==> config.mk <==
export PLATFORM = sky130hd
export DESIGN_NAME = tdc_uart_reporter
export DESIGN_NICKNAME = d
export VERILOG_FILES = /design/src/rtl/tdc_pkg.sv /design/src/rtl/uart_tx_byte.sv /design/src/rtl/tdc_uart_reporter.sv
export SDC_FILE = /design/constraint.sdc
export NUM_CORES = 1
export LEC_CHECK = 0
export ABC_AREA = 1
export CAP_MARGIN = 20
export CELL_PAD_IN_SITES_DETAIL_PLACEMENT = 1
export CELL_PAD_IN_SITES_GLOBAL_PLACEMENT = 1
export CORE_ASPECT_RATIO = 0.75
export CORE_UTILIZATION = 42
export DETAILED_ROUTE_END_ITERATION = 8
export PLACE_DENSITY = 0.76
export SLEW_MARGIN = 20
export SYNTH_ARGS = -nofsm -noshare
export SYNTH_HDL_FRONTEND = slang
export SYNTH_SLANG_ARGS = --single-unit
export TNS_END_PERCENT = 1
==> constraint.sdc <==
create_clock -name clk -period 2.7 [get_ports clk]
set_input_delay 0.405 -clock clk [delete_from_list [all_inputs] [get_ports clk]]
set_output_delay 0.405 -clock clk [all_outputs]
set_load 0.02 [all_outputs]
==> src/rtl/tdc_pkg.sv <==
// Shared constants, FSM state types and the nibble-to-ASCII helper for the
// TDC serial reporting path.
package tdc_pkg;
  localparam logic [7:0] ASCII_CR = 8'h0D;
  localparam logic [7:0] ASCII_LF = 8'h0A;
  localparam int DEFAULT_CLKS_PER_BIT = 868;

  typedef enum logic [1:0] {TX_IDLE, TX_START, TX_DATA, TX_STOP} tx_state_t;
  typedef enum logic {LN_IDLE, LN_SEND} line_state_t;

  // Uppercase hex only: 0-9 -> '0'-'9', A-F -> 'A'-'F'.
  function automatic logic [7:0] nib2ascii(input logic [3:0] n);
    return (n < 4'd10) ? (8'h30 + {4'h0, n}) : (8'h37 + {4'h0, n});
  endfunction
endpackage

==> src/rtl/uart_tx_byte.sv <==
// 8N1 byte transmitter. A start strobe during the last stop-bit cycle chains
// the next byte with no idle gap; tx is always driven from a register.
module uart_tx_byte import tdc_pkg::*; #(
  parameter int CLKS_PER_BIT = DEFAULT_CLKS_PER_BIT
) (
  input  logic       clk,
  input  logic       reset,
  input  logic [7:0] i_byte,
  input  logic       i_start,
  output logic       o_done,
  output logic       o_tx
);
  localparam int CNT_W = $clog2(CLKS_PER_BIT + 1);
  localparam logic [CNT_W-1:0] CNT_LAST = CNT_W'(CLKS_PER_BIT - 1);

  tx_state_t        r_state, w_next;
  logic [CNT_W-1:0] r_cnt;
  logic [2:0]       r_bit;
  logic [7:0]       r_shift, w_shift_next;
  logic             r_tx, w_tx_next, w_bit_end, w_load;

  assign w_bit_end = (r_cnt == CNT_LAST);

  always_ff @(posedge clk or posedge reset) begin
    if (reset) r_state <= TX_IDLE;
    else       r_state <= w_next;
  end

  always_comb begin
    w_next = r_state;
    case (r_state)
      TX_IDLE:  if (i_start) w_next = TX_START;
      TX_START: if (w_bit_end) w_next = TX_DATA;
      TX_DATA:  if (w_bit_end && r_bit == 3'd7) w_next = TX_STOP;
      TX_STOP:  if (w_bit_end) w_next = i_start ? TX_START : TX_IDLE;
      default:  w_next = TX_IDLE;
    endcase
  end

  // tx is computed from the next state so the register lines up with it.
  always_comb begin
    o_done       = (r_state == TX_STOP) && w_bit_end;
    w_load       = i_start && (r_state == TX_IDLE || o_done);
    w_shift_next = r_shift;
    if (w_load)                              w_shift_next = i_byte;
    else if (r_state == TX_DATA && w_bit_end) w_shift_next = r_shift >> 1;
    case (w_next)
      TX_START: w_tx_next = 1'b0;
      TX_DATA:  w_tx_next = w_shift_next[0];
      default:  w_tx_next = 1'b1;
    endcase
  end

  always_ff @(posedge clk or posedge reset) begin
    if (reset) begin
      r_cnt   <= '0;
      r_bit   <= '0;
      r_shift <= '0;
      r_tx    <= 1'b1;
    end else begin
      r_shift <= w_shift_next;
      r_tx    <= w_tx_next;
      if (r_state == TX_IDLE || w_bit_end) r_cnt <= '0;
      else                                 r_cnt <= r_cnt + CNT_W'(1);
      if (r_state == TX_START)                  r_bit <= '0;
      else if (r_state == TX_DATA && w_bit_end) r_bit <= r_bit + 3'd1;
    end
  end

  assign o_tx = r_tx;
endmodule

==> src/rtl/tdc_uart_reporter.sv <==
// Accepts one TDC word per handshake and sends it as an uppercase hex line
// ending in CR LF over 8N1 UART; the line FSM only sequences the char index.
module tdc_uart_reporter import tdc_pkg::*; #(
  parameter int DATA_W       = 24,
  parameter int CLKS_PER_BIT = DEFAULT_CLKS_PER_BIT
) (
  input  logic              clk,
  input  logic              reset,
  input  logic [DATA_W-1:0] in_data,
  input  logic              in_valid,
  output logic              in_ready,
  output logic              tx,
  output logic              busy
);
  localparam int N     = DATA_W / 4;
  localparam int IDX_W = $clog2(N + 2);
  localparam logic [IDX_W-1:0] LAST_IDX = IDX_W'(N + 1);

  if (DATA_W % 4 != 0 || DATA_W < 4 || DATA_W > 32 || CLKS_PER_BIT < 1) begin : g_bad_param
    $error("tdc_uart_reporter: unsupported DATA_W/CLKS_PER_BIT");
  end

  line_state_t       r_state, w_next;
  logic [DATA_W-1:0] r_word;
  logic [IDX_W-1:0]  r_idx;
  logic [7:0]        w_byte;
  logic              w_start, w_done, w_last;

  function automatic logic [7:0] line_char(input logic [DATA_W-1:0] w, input logic [IDX_W-1:0] i);
    logic [7:0] c;
    c = ASCII_LF;
    if (i == IDX_W'(N)) c = ASCII_CR;
    for (int k = 0; k < N; k++)
      if (i == IDX_W'(k)) c = nib2ascii(w[DATA_W-1-4*k -: 4]);
    return c;
  endfunction

  assign w_last = (r_idx == LAST_IDX);

  always_ff @(posedge clk or posedge reset) begin
    if (reset) r_state <= LN_IDLE;
    else       r_state <= w_next;
  end

  always_comb begin
    w_next = r_state;
    case (r_state)
      LN_IDLE: if (in_valid) w_next = LN_SEND;
      LN_SEND: if (w_done && w_last) w_next = LN_IDLE;
      default: w_next = LN_IDLE;
    endcase
  end

  // Char 0 comes straight from in_data so its start bit follows the accept edge.
  always_comb begin
    w_start = 1'b0;
    w_byte  = line_char(in_data, '0);
    case (r_state)
      LN_IDLE: w_start = in_valid;
      LN_SEND: begin
        w_start = w_done && !w_last;
        w_byte  = line_char(r_word, r_idx + IDX_W'(1));
      end
      default: w_start = 1'b0;
    endcase
  end

  always_ff @(posedge clk or posedge reset) begin
    if (reset) begin
      r_word <= '0;
      r_idx  <= '0;
    end else if (r_state == LN_IDLE && in_valid) begin
      r_word <= in_data;
      r_idx  <= '0;
    end else if (r_state == LN_SEND && w_done && !w_last) begin
      r_idx  <= r_idx + IDX_W'(1);
    end
  end

  uart_tx_byte #(.CLKS_PER_BIT(CLKS_PER_BIT)) u_tx (
    .clk    (clk),
    .reset  (reset),
    .i_byte (w_byte),
    .i_start(w_start),
    .o_done (w_done),
    .o_tx   (tx)
  );

  assign in_ready = (r_state == LN_IDLE);
  assign busy     = !in_ready;
endmodule

* Word-level counts from Yosys, hierarchy flattened
Index checks and enable logic that the tools add are counted.
** Operators by class
- Add/subtract/negate cells :: 17
- Multiply operators :: 0
- Div/mod/pow operators :: 0
- Magnitude comparators :: 7
- Equal/unequal tests :: 14
- Shift operators :: 0
- Mux-type cells :: 33
- Bitwise operators :: 1
- Reductions and logical operators :: 17
** Operator list (number)
- $add 6x4->7 const A :: 14
- $mux 8 :: 9
- $mux 7 :: 7
- $lt 4x4->1 const B :: 7
- $eq 3x3->1 const B :: 5
- $mux 3 :: 5
- $add 10x1->10 const B :: 1
- $eq 10x10->1 const B :: 1
- $mux 10 :: 1
- $logic_and 1x1->1 :: 9
- $mux 2 :: 4
- $pmux 2 s4 :: 1
- $add 3x1->3 const B :: 2
- $eq 2x2->1 const B :: 3
- $eq 3x2->1 const B :: 2
- $pmux 1 s2 :: 3
- $reduce_bool 2->1 :: 3
- $eq 2x1->1 const B :: 2
- $eq 3x1->1 const B :: 1
- $logic_not 3->1 :: 1
- $mux 1 :: 3
- $logic_not 2->1 :: 1
- $logic_or 1x1->1 :: 2
- $logic_not 1->1 :: 1
- $not 1->1 :: 1
** Storage, ports and cells
- Register bits after elaboration :: 52
- Bits in latches :: 0
- Memory bits (writable) :: 0
- Memory bits (read-only) :: 0
- Input port bits :: 27
- Output and inout port bits :: 3
- Logic and storage cells :: 98
- Memories kept :: 0

* Depth between registers and ports, before layout
- Word-level depth :: 12
- Gate-level depth with buffers :: 20
- Depth with buffers taken out :: 20

* Cells and area by module
From an unflattened synthesis, not the netlist that was laid out.
** Second synthesis, totals
- Cells, all modules :: 486
- Area total of the unflattened synthesis :: 3454.6 sq um
** Modules (own cells, without submodules)
- tdc_uart_reporter :: times used 1, cells an instance 334, area an instance 2182.1 sq um, seq. area each 700.7 sq um
- uart_tx_byte :: times used 1, cells an instance 152, area an instance 1272.5 sq um, seq. area each 601.8 sq um

* Worst setup path after synthesis
OpenSTA, ideal clock, no wires.
- Path kind :: register to register
- Start :: reg r_idx[0]
- End :: reg u_tx.r_shift[6]
- Setup time :: 0.065 ns
- Arrival time :: 1.996 ns
- Required time :: 2.635 ns
- Setup slack :: 0.640 ns
- Stages on the path, launching flop included :: 16
- Path buffers :: 0
- Clock period less this slack :: 2.060 ns
- Cells stage by stage :: dfrtp_1 > ha_1 > ha_1 > nand2_1 > inv_1 > nor2_1 > nand3_1 > nand2_1 > a21boi_0 > o21ai_0 > nand2_1 > a21oi_1 > o21ai_0 > nand2_1 > nand2_1 > nand2_1
** On the way
- Cells in the longest elaborated chain, start to end :: 10
- Elaborated cells on any way between the ends :: 21
- Those cells by class :: add/sub (1); eq/ne (6); mux (9); reduce/logical (5)
** RTL lines
- from (decl) :: RTL line tdc_uart_reporter.sv:25 : logic [IDX_W-1:0] r_idx;
- from (signal assigned) :: RTL line tdc_uart_reporter.sv:76 : r_idx <= r_idx + IDX_W'(1);
- $add 3x1->3 :: RTL line tdc_uart_reporter.sv:62 : w_byte = line_char(r_word, r_idx + IDX_W'(1));
- $logic_not 3->1 :: RTL line tdc_uart_reporter.sv:34 : if (i == IDX_W'(k)) c = nib2ascii(w[DATA_W-1-4*k -: 4]);
- $mux 8 (6 in series) :: RTL line tdc_uart_reporter.sv:34
- $mux 8 :: RTL line tdc_uart_reporter.sv:58 : case (r_state)
- $mux 8 :: RTL line uart_tx_byte.sv:45 : if (w_load) w_shift_next = i_byte;
- to (signal assigned) :: RTL line uart_tx_byte.sv:61 : r_shift <= w_shift_next;
- to (decl) :: RTL line uart_tx_byte.sv:19 : logic [7:0] r_shift, w_shift_next;
Several ways; a longest one is shown, not always the timed one.
A chain may end at the register's enable or synchronous reset.

* Worst setup path in the final report
- Start :: reg r_idx[0]
- End :: reg u_tx.r_tx, in the netlist u_tx.o_tx
** On the way
- Cells in the longest elaborated chain, start to end :: 12
- Elaborated cells on any way between the ends :: 29
- Those cells by class :: add/sub (1); eq/ne (9); mux (15); reduce/logical (4)
** RTL lines
- $add 3x1->3 :: RTL line tdc_uart_reporter.sv:62
- $eq 3x3->1 :: RTL line tdc_uart_reporter.sv:32 : if (i == IDX_W'(N)) c = ASCII_CR;
- $mux 3 :: RTL line tdc_uart_reporter.sv:32
- $mux 8 (6 in series) :: RTL line tdc_uart_reporter.sv:34
- $mux 8 :: RTL line tdc_uart_reporter.sv:58
- $mux 8 :: RTL line uart_tx_byte.sv:45
- $pmux 1 s2 (*) :: RTL line uart_tx_byte.sv:47 : case (w_next)
- named net u_tx.w_tx_next :: RTL line uart_tx_byte.sv:20 : logic r_tx, w_tx_next, w_bit_end, w_load;
- to (signal assigned) :: RTL line uart_tx_byte.sv:62 : r_tx <= w_tx_next;
- to (decl) :: RTL line uart_tx_byte.sv:20
Mark *: on every way through the listed nets, which the timed path passes. The rest lies on a longest branch.

==> impl_results.md <==
- Post-CTS Hold Buffers: 0
- Seq/Total Area, Yosys: roughly two fifths
- Longest Clk Path Bufs: 2
- Worst-Margin Slew: between 0.7 and 0.8 ns
- Vias/cell: ~5.2
- Site row count: 27
- Tot GR Track Use: about 23%
- Mapped Nets: around 480
- Ys async rst share: 100%
- Final Util: roughly half
- TritonCTS clock tree: yes
- Post-Syn Area per Cell: 7.44 sq um
- Final nets: between 500 and 600
- Synthesis-to-finish area growth: 17.2%
- Worst vdd ir: around 0.19 mV
- Vias in the first global route: approximately 3000
- Residual DRC count: 0
- RD Place Congestion: between 0.8 and 0.9
- Setup TNS: 0 ns
- Max-slew violation count: 0
- Final Cell Area: ~3800 sq um
- WHS: between 0.4 and 0.5 ns
- H-Tree Depth: 2
- Max-cap violations: 0
- Worst hold path class: input pin to asynchronous set/reset pin
- Max transition margin: between 40% and 50%
- Crit. End Element: register
- PD cells: 382 nW/um^2
- Share of layout cells above drive strength 1: around 6.7%
- Worst Path Max Fanout: 6
- Finish-stage setup viols: 0
- DR pass1 iterations: 4
- WP data required: 2.95 ns
- Initial Util: between 40% and 50%
- Antenna-violating nets left: 0
- Cells after Synth: 440
- Die H: between 70 and 80 um
- FF+latch count, synth: 51
- Reg-to-Reg End: u_tx.o_tx
- Total power: between 1000 and 1500 uW
- CTS Sinks: slightly above 50
- Count of warnings emitted by yosys: 0
- Outcome: finished clean
- RSZ-0062 raised after global routing: false
- DIE AREA: 8160 sq um
- Critical path class: register to register
- F_max: between 400 and 500 MHz
- HPWL Detailed: 6.84 mm
- Global-route wire length before repair: 15.0 mm
- Die width: around 100 um
- Initial antenna violation count: 0
- Netlist Area Pre-Place: about 3300 sq um
- CTS buffer count: 5
- Clock Skews: 0.00839 ns
- Clock Latency Late Sink: 0.31 ns
- WP data arrival: approximately 2.7 ns
- Pleak: 0.00198 uW
- Hold Violations, Final: 0
- Tmin final: around 2.5 ns
- DR vias: ~3000
- Placed instance area: 3700 sq um
- DRT iter0 DRCs: ~140
- IO Pins: 30
- Critical R2R Launch: r_idx[0]
- Remaining global-route overflow: 0
- Final period utilization: about nine tenths
- EDFF count, synth: 0
- Total routed wirelength: about 8.7 mm
- Core footprint: approximately 7400 sq um
- R2R cell count: 15
- Drt wl/cell: 15.1 um
- Largest net degree at the start of global routing: 29
- ANT cells: 0
- R2R Setup Slk: around 0.23 ns
- CP Launch Type: register
- Clock root buffer: clkbuf_8
- Main synth FF type: dfrtp_1
- IO buf count: 29
- CTS clk-pin slew, worst paths: about 0.10 ns
- Cell variety after synth: 39
==> layout by cell type (no fill, tap or decap), types with 4 or more instances in the layout <==
master	instances
a21oi_1	32
buf_4	5
clkbuf_8	5
clkdlybuf4s50_1	29
dfrtp_1	50
ha_1	16
inv_1	58
mux2_2	4
nand2_1	109
nand3_1	22
nor2_1	49
nor3_1	6
nor3b_1	4
o211ai_1	8
o21ai_0	31
xor2_1	7
==> worst max-delay path, stage by stage (launching register included) <==
cell	delay (ns)
dfrtp_1	0.44
ha_1	0.26
ha_1	0.36
nand2_1	0.17
inv_2	0.13
nand2_1	0.09
o21ai_0	0.21
a21oi_1	0.07
nor2_1	0.10
nor2_1	0.07
o21bai_1	0.14
nand2_1	0.08
nand2_1	0.11
nand2_1	0.06
nand3_1	0.07
nand2_1	0.06
==> metal layers <==
metal	track usage (%)	part of all wire, %
met3	3.49	2.6
met1	32.9	53
met5	0	0
met2	36.2	43
met4	6.57	1.3
==> power breakdown <==
part / leakage, uW / total [uW] / internal, uW / switching, uW
Clock: 0.0000654 / 637 / 371 / 267
Sequential: 0.000574 / 763 / 763 / 0
Combinational: 0.00134 / 66.3 / 37.1 / 29.3
==> worst max path at each step <==
stage / endpoint / cells after the start / slack (ns) / start
5_1_grt: u_tx.r_shift[2] / 20 / 0.02 / r_idx[0]
4_1_cts: u_tx.o_tx / 15 / 0.21 / r_idx[0]
3_3_place_gp: u_tx.r_shift[5] / 13 / 0.36 / r_idx[0]
6_report: u_tx.o_tx / 15 / 0.23 / r_idx[0]
3_5_place_dp: u_tx.r_shift[6] / 15 / 0.26 / r_idx[0]
2_1_floorplan: u_tx.r_shift[6] / 15 / 0.64 / r_idx[0]
==> synth_stat cells (3+ instances only) <==
| cell type | number | area [sq um] |
|---|---|---|
| mux2_2 | 4 | 45.0 |
| nor3_1 | 6 | 30.0 |
| a31oi_1 | 3 | 18.8 |
| ha_1 | 16 | 200 |
| inv_1 | 60 | 225 |
| xor2_1 | 7 | 61.3 |
| nand4_1 | 3 | 18.8 |
| nand3_1 | 22 | 110 |
| o211ai_1 | 8 | 60.1 |
| a21boi_0 | 3 | 22.5 |
| a21oi_1 | 32 | 160 |
| o21ai_0 | 31 | 155 |
| nor2_1 | 49 | 184 |
| nand2_1 | 109 | 409 |
| dfrtp_1 | 50 | 1250 |
| nor3b_1 | 4 | 30.0 |
==> what timing repair did <==
action | in CTS | in global routing
setup buffers | 0 | 0
endpoints found under the setup margin | 0 | 1
gates resized for setup | 0 | 1
==> kinds of logic after synthesis <==
| family | after synthesis | share of synthesized area (%) |
|---|---|---|
| buf+inv | 68 | 7.91 |
| flops | 51 | 39.0 |
| xor+xnor | 7 | 1.87 |
| mux | 4 | 1.37 |
| fa+ha+maj | 16 | 6.11 |
| simple gates | 203 | 27.3 |
| compound gates | 91 | 16.4 |
==> sequential cells by signal, summed over array words and instances (netlist names) <==
name and flops:
u_tx.r_bit 3, r_idx 3, busy 1, u_tx.o_tx 1
u_tx.r_cnt 10, u_tx.r_shift 7, r_word 24, u_tx.r_state 2
==> cell type report <==
cell class	instances	area, sq um
Multi-Input combinational cell	321	1740
Clock inverter	2	60.1
Tap cell	101	126
Clock buffer	6	72.6
Timing Repair Buffer	34	328
Fill cell	940	3590
Inverter	62	234
Sequential cell	51	1280
==> stage by stage <==
step	setup slack, ns	cells
3_5_place_dp	0.265	569
6_report	0.230	577
4_1_cts	0.207	577
2_1_floorplan	0.640	440
3_3_place_gp	0.360	569
5_1_grt	0.0160	577
Note: power is estimated with default switching activity, not from simulation.
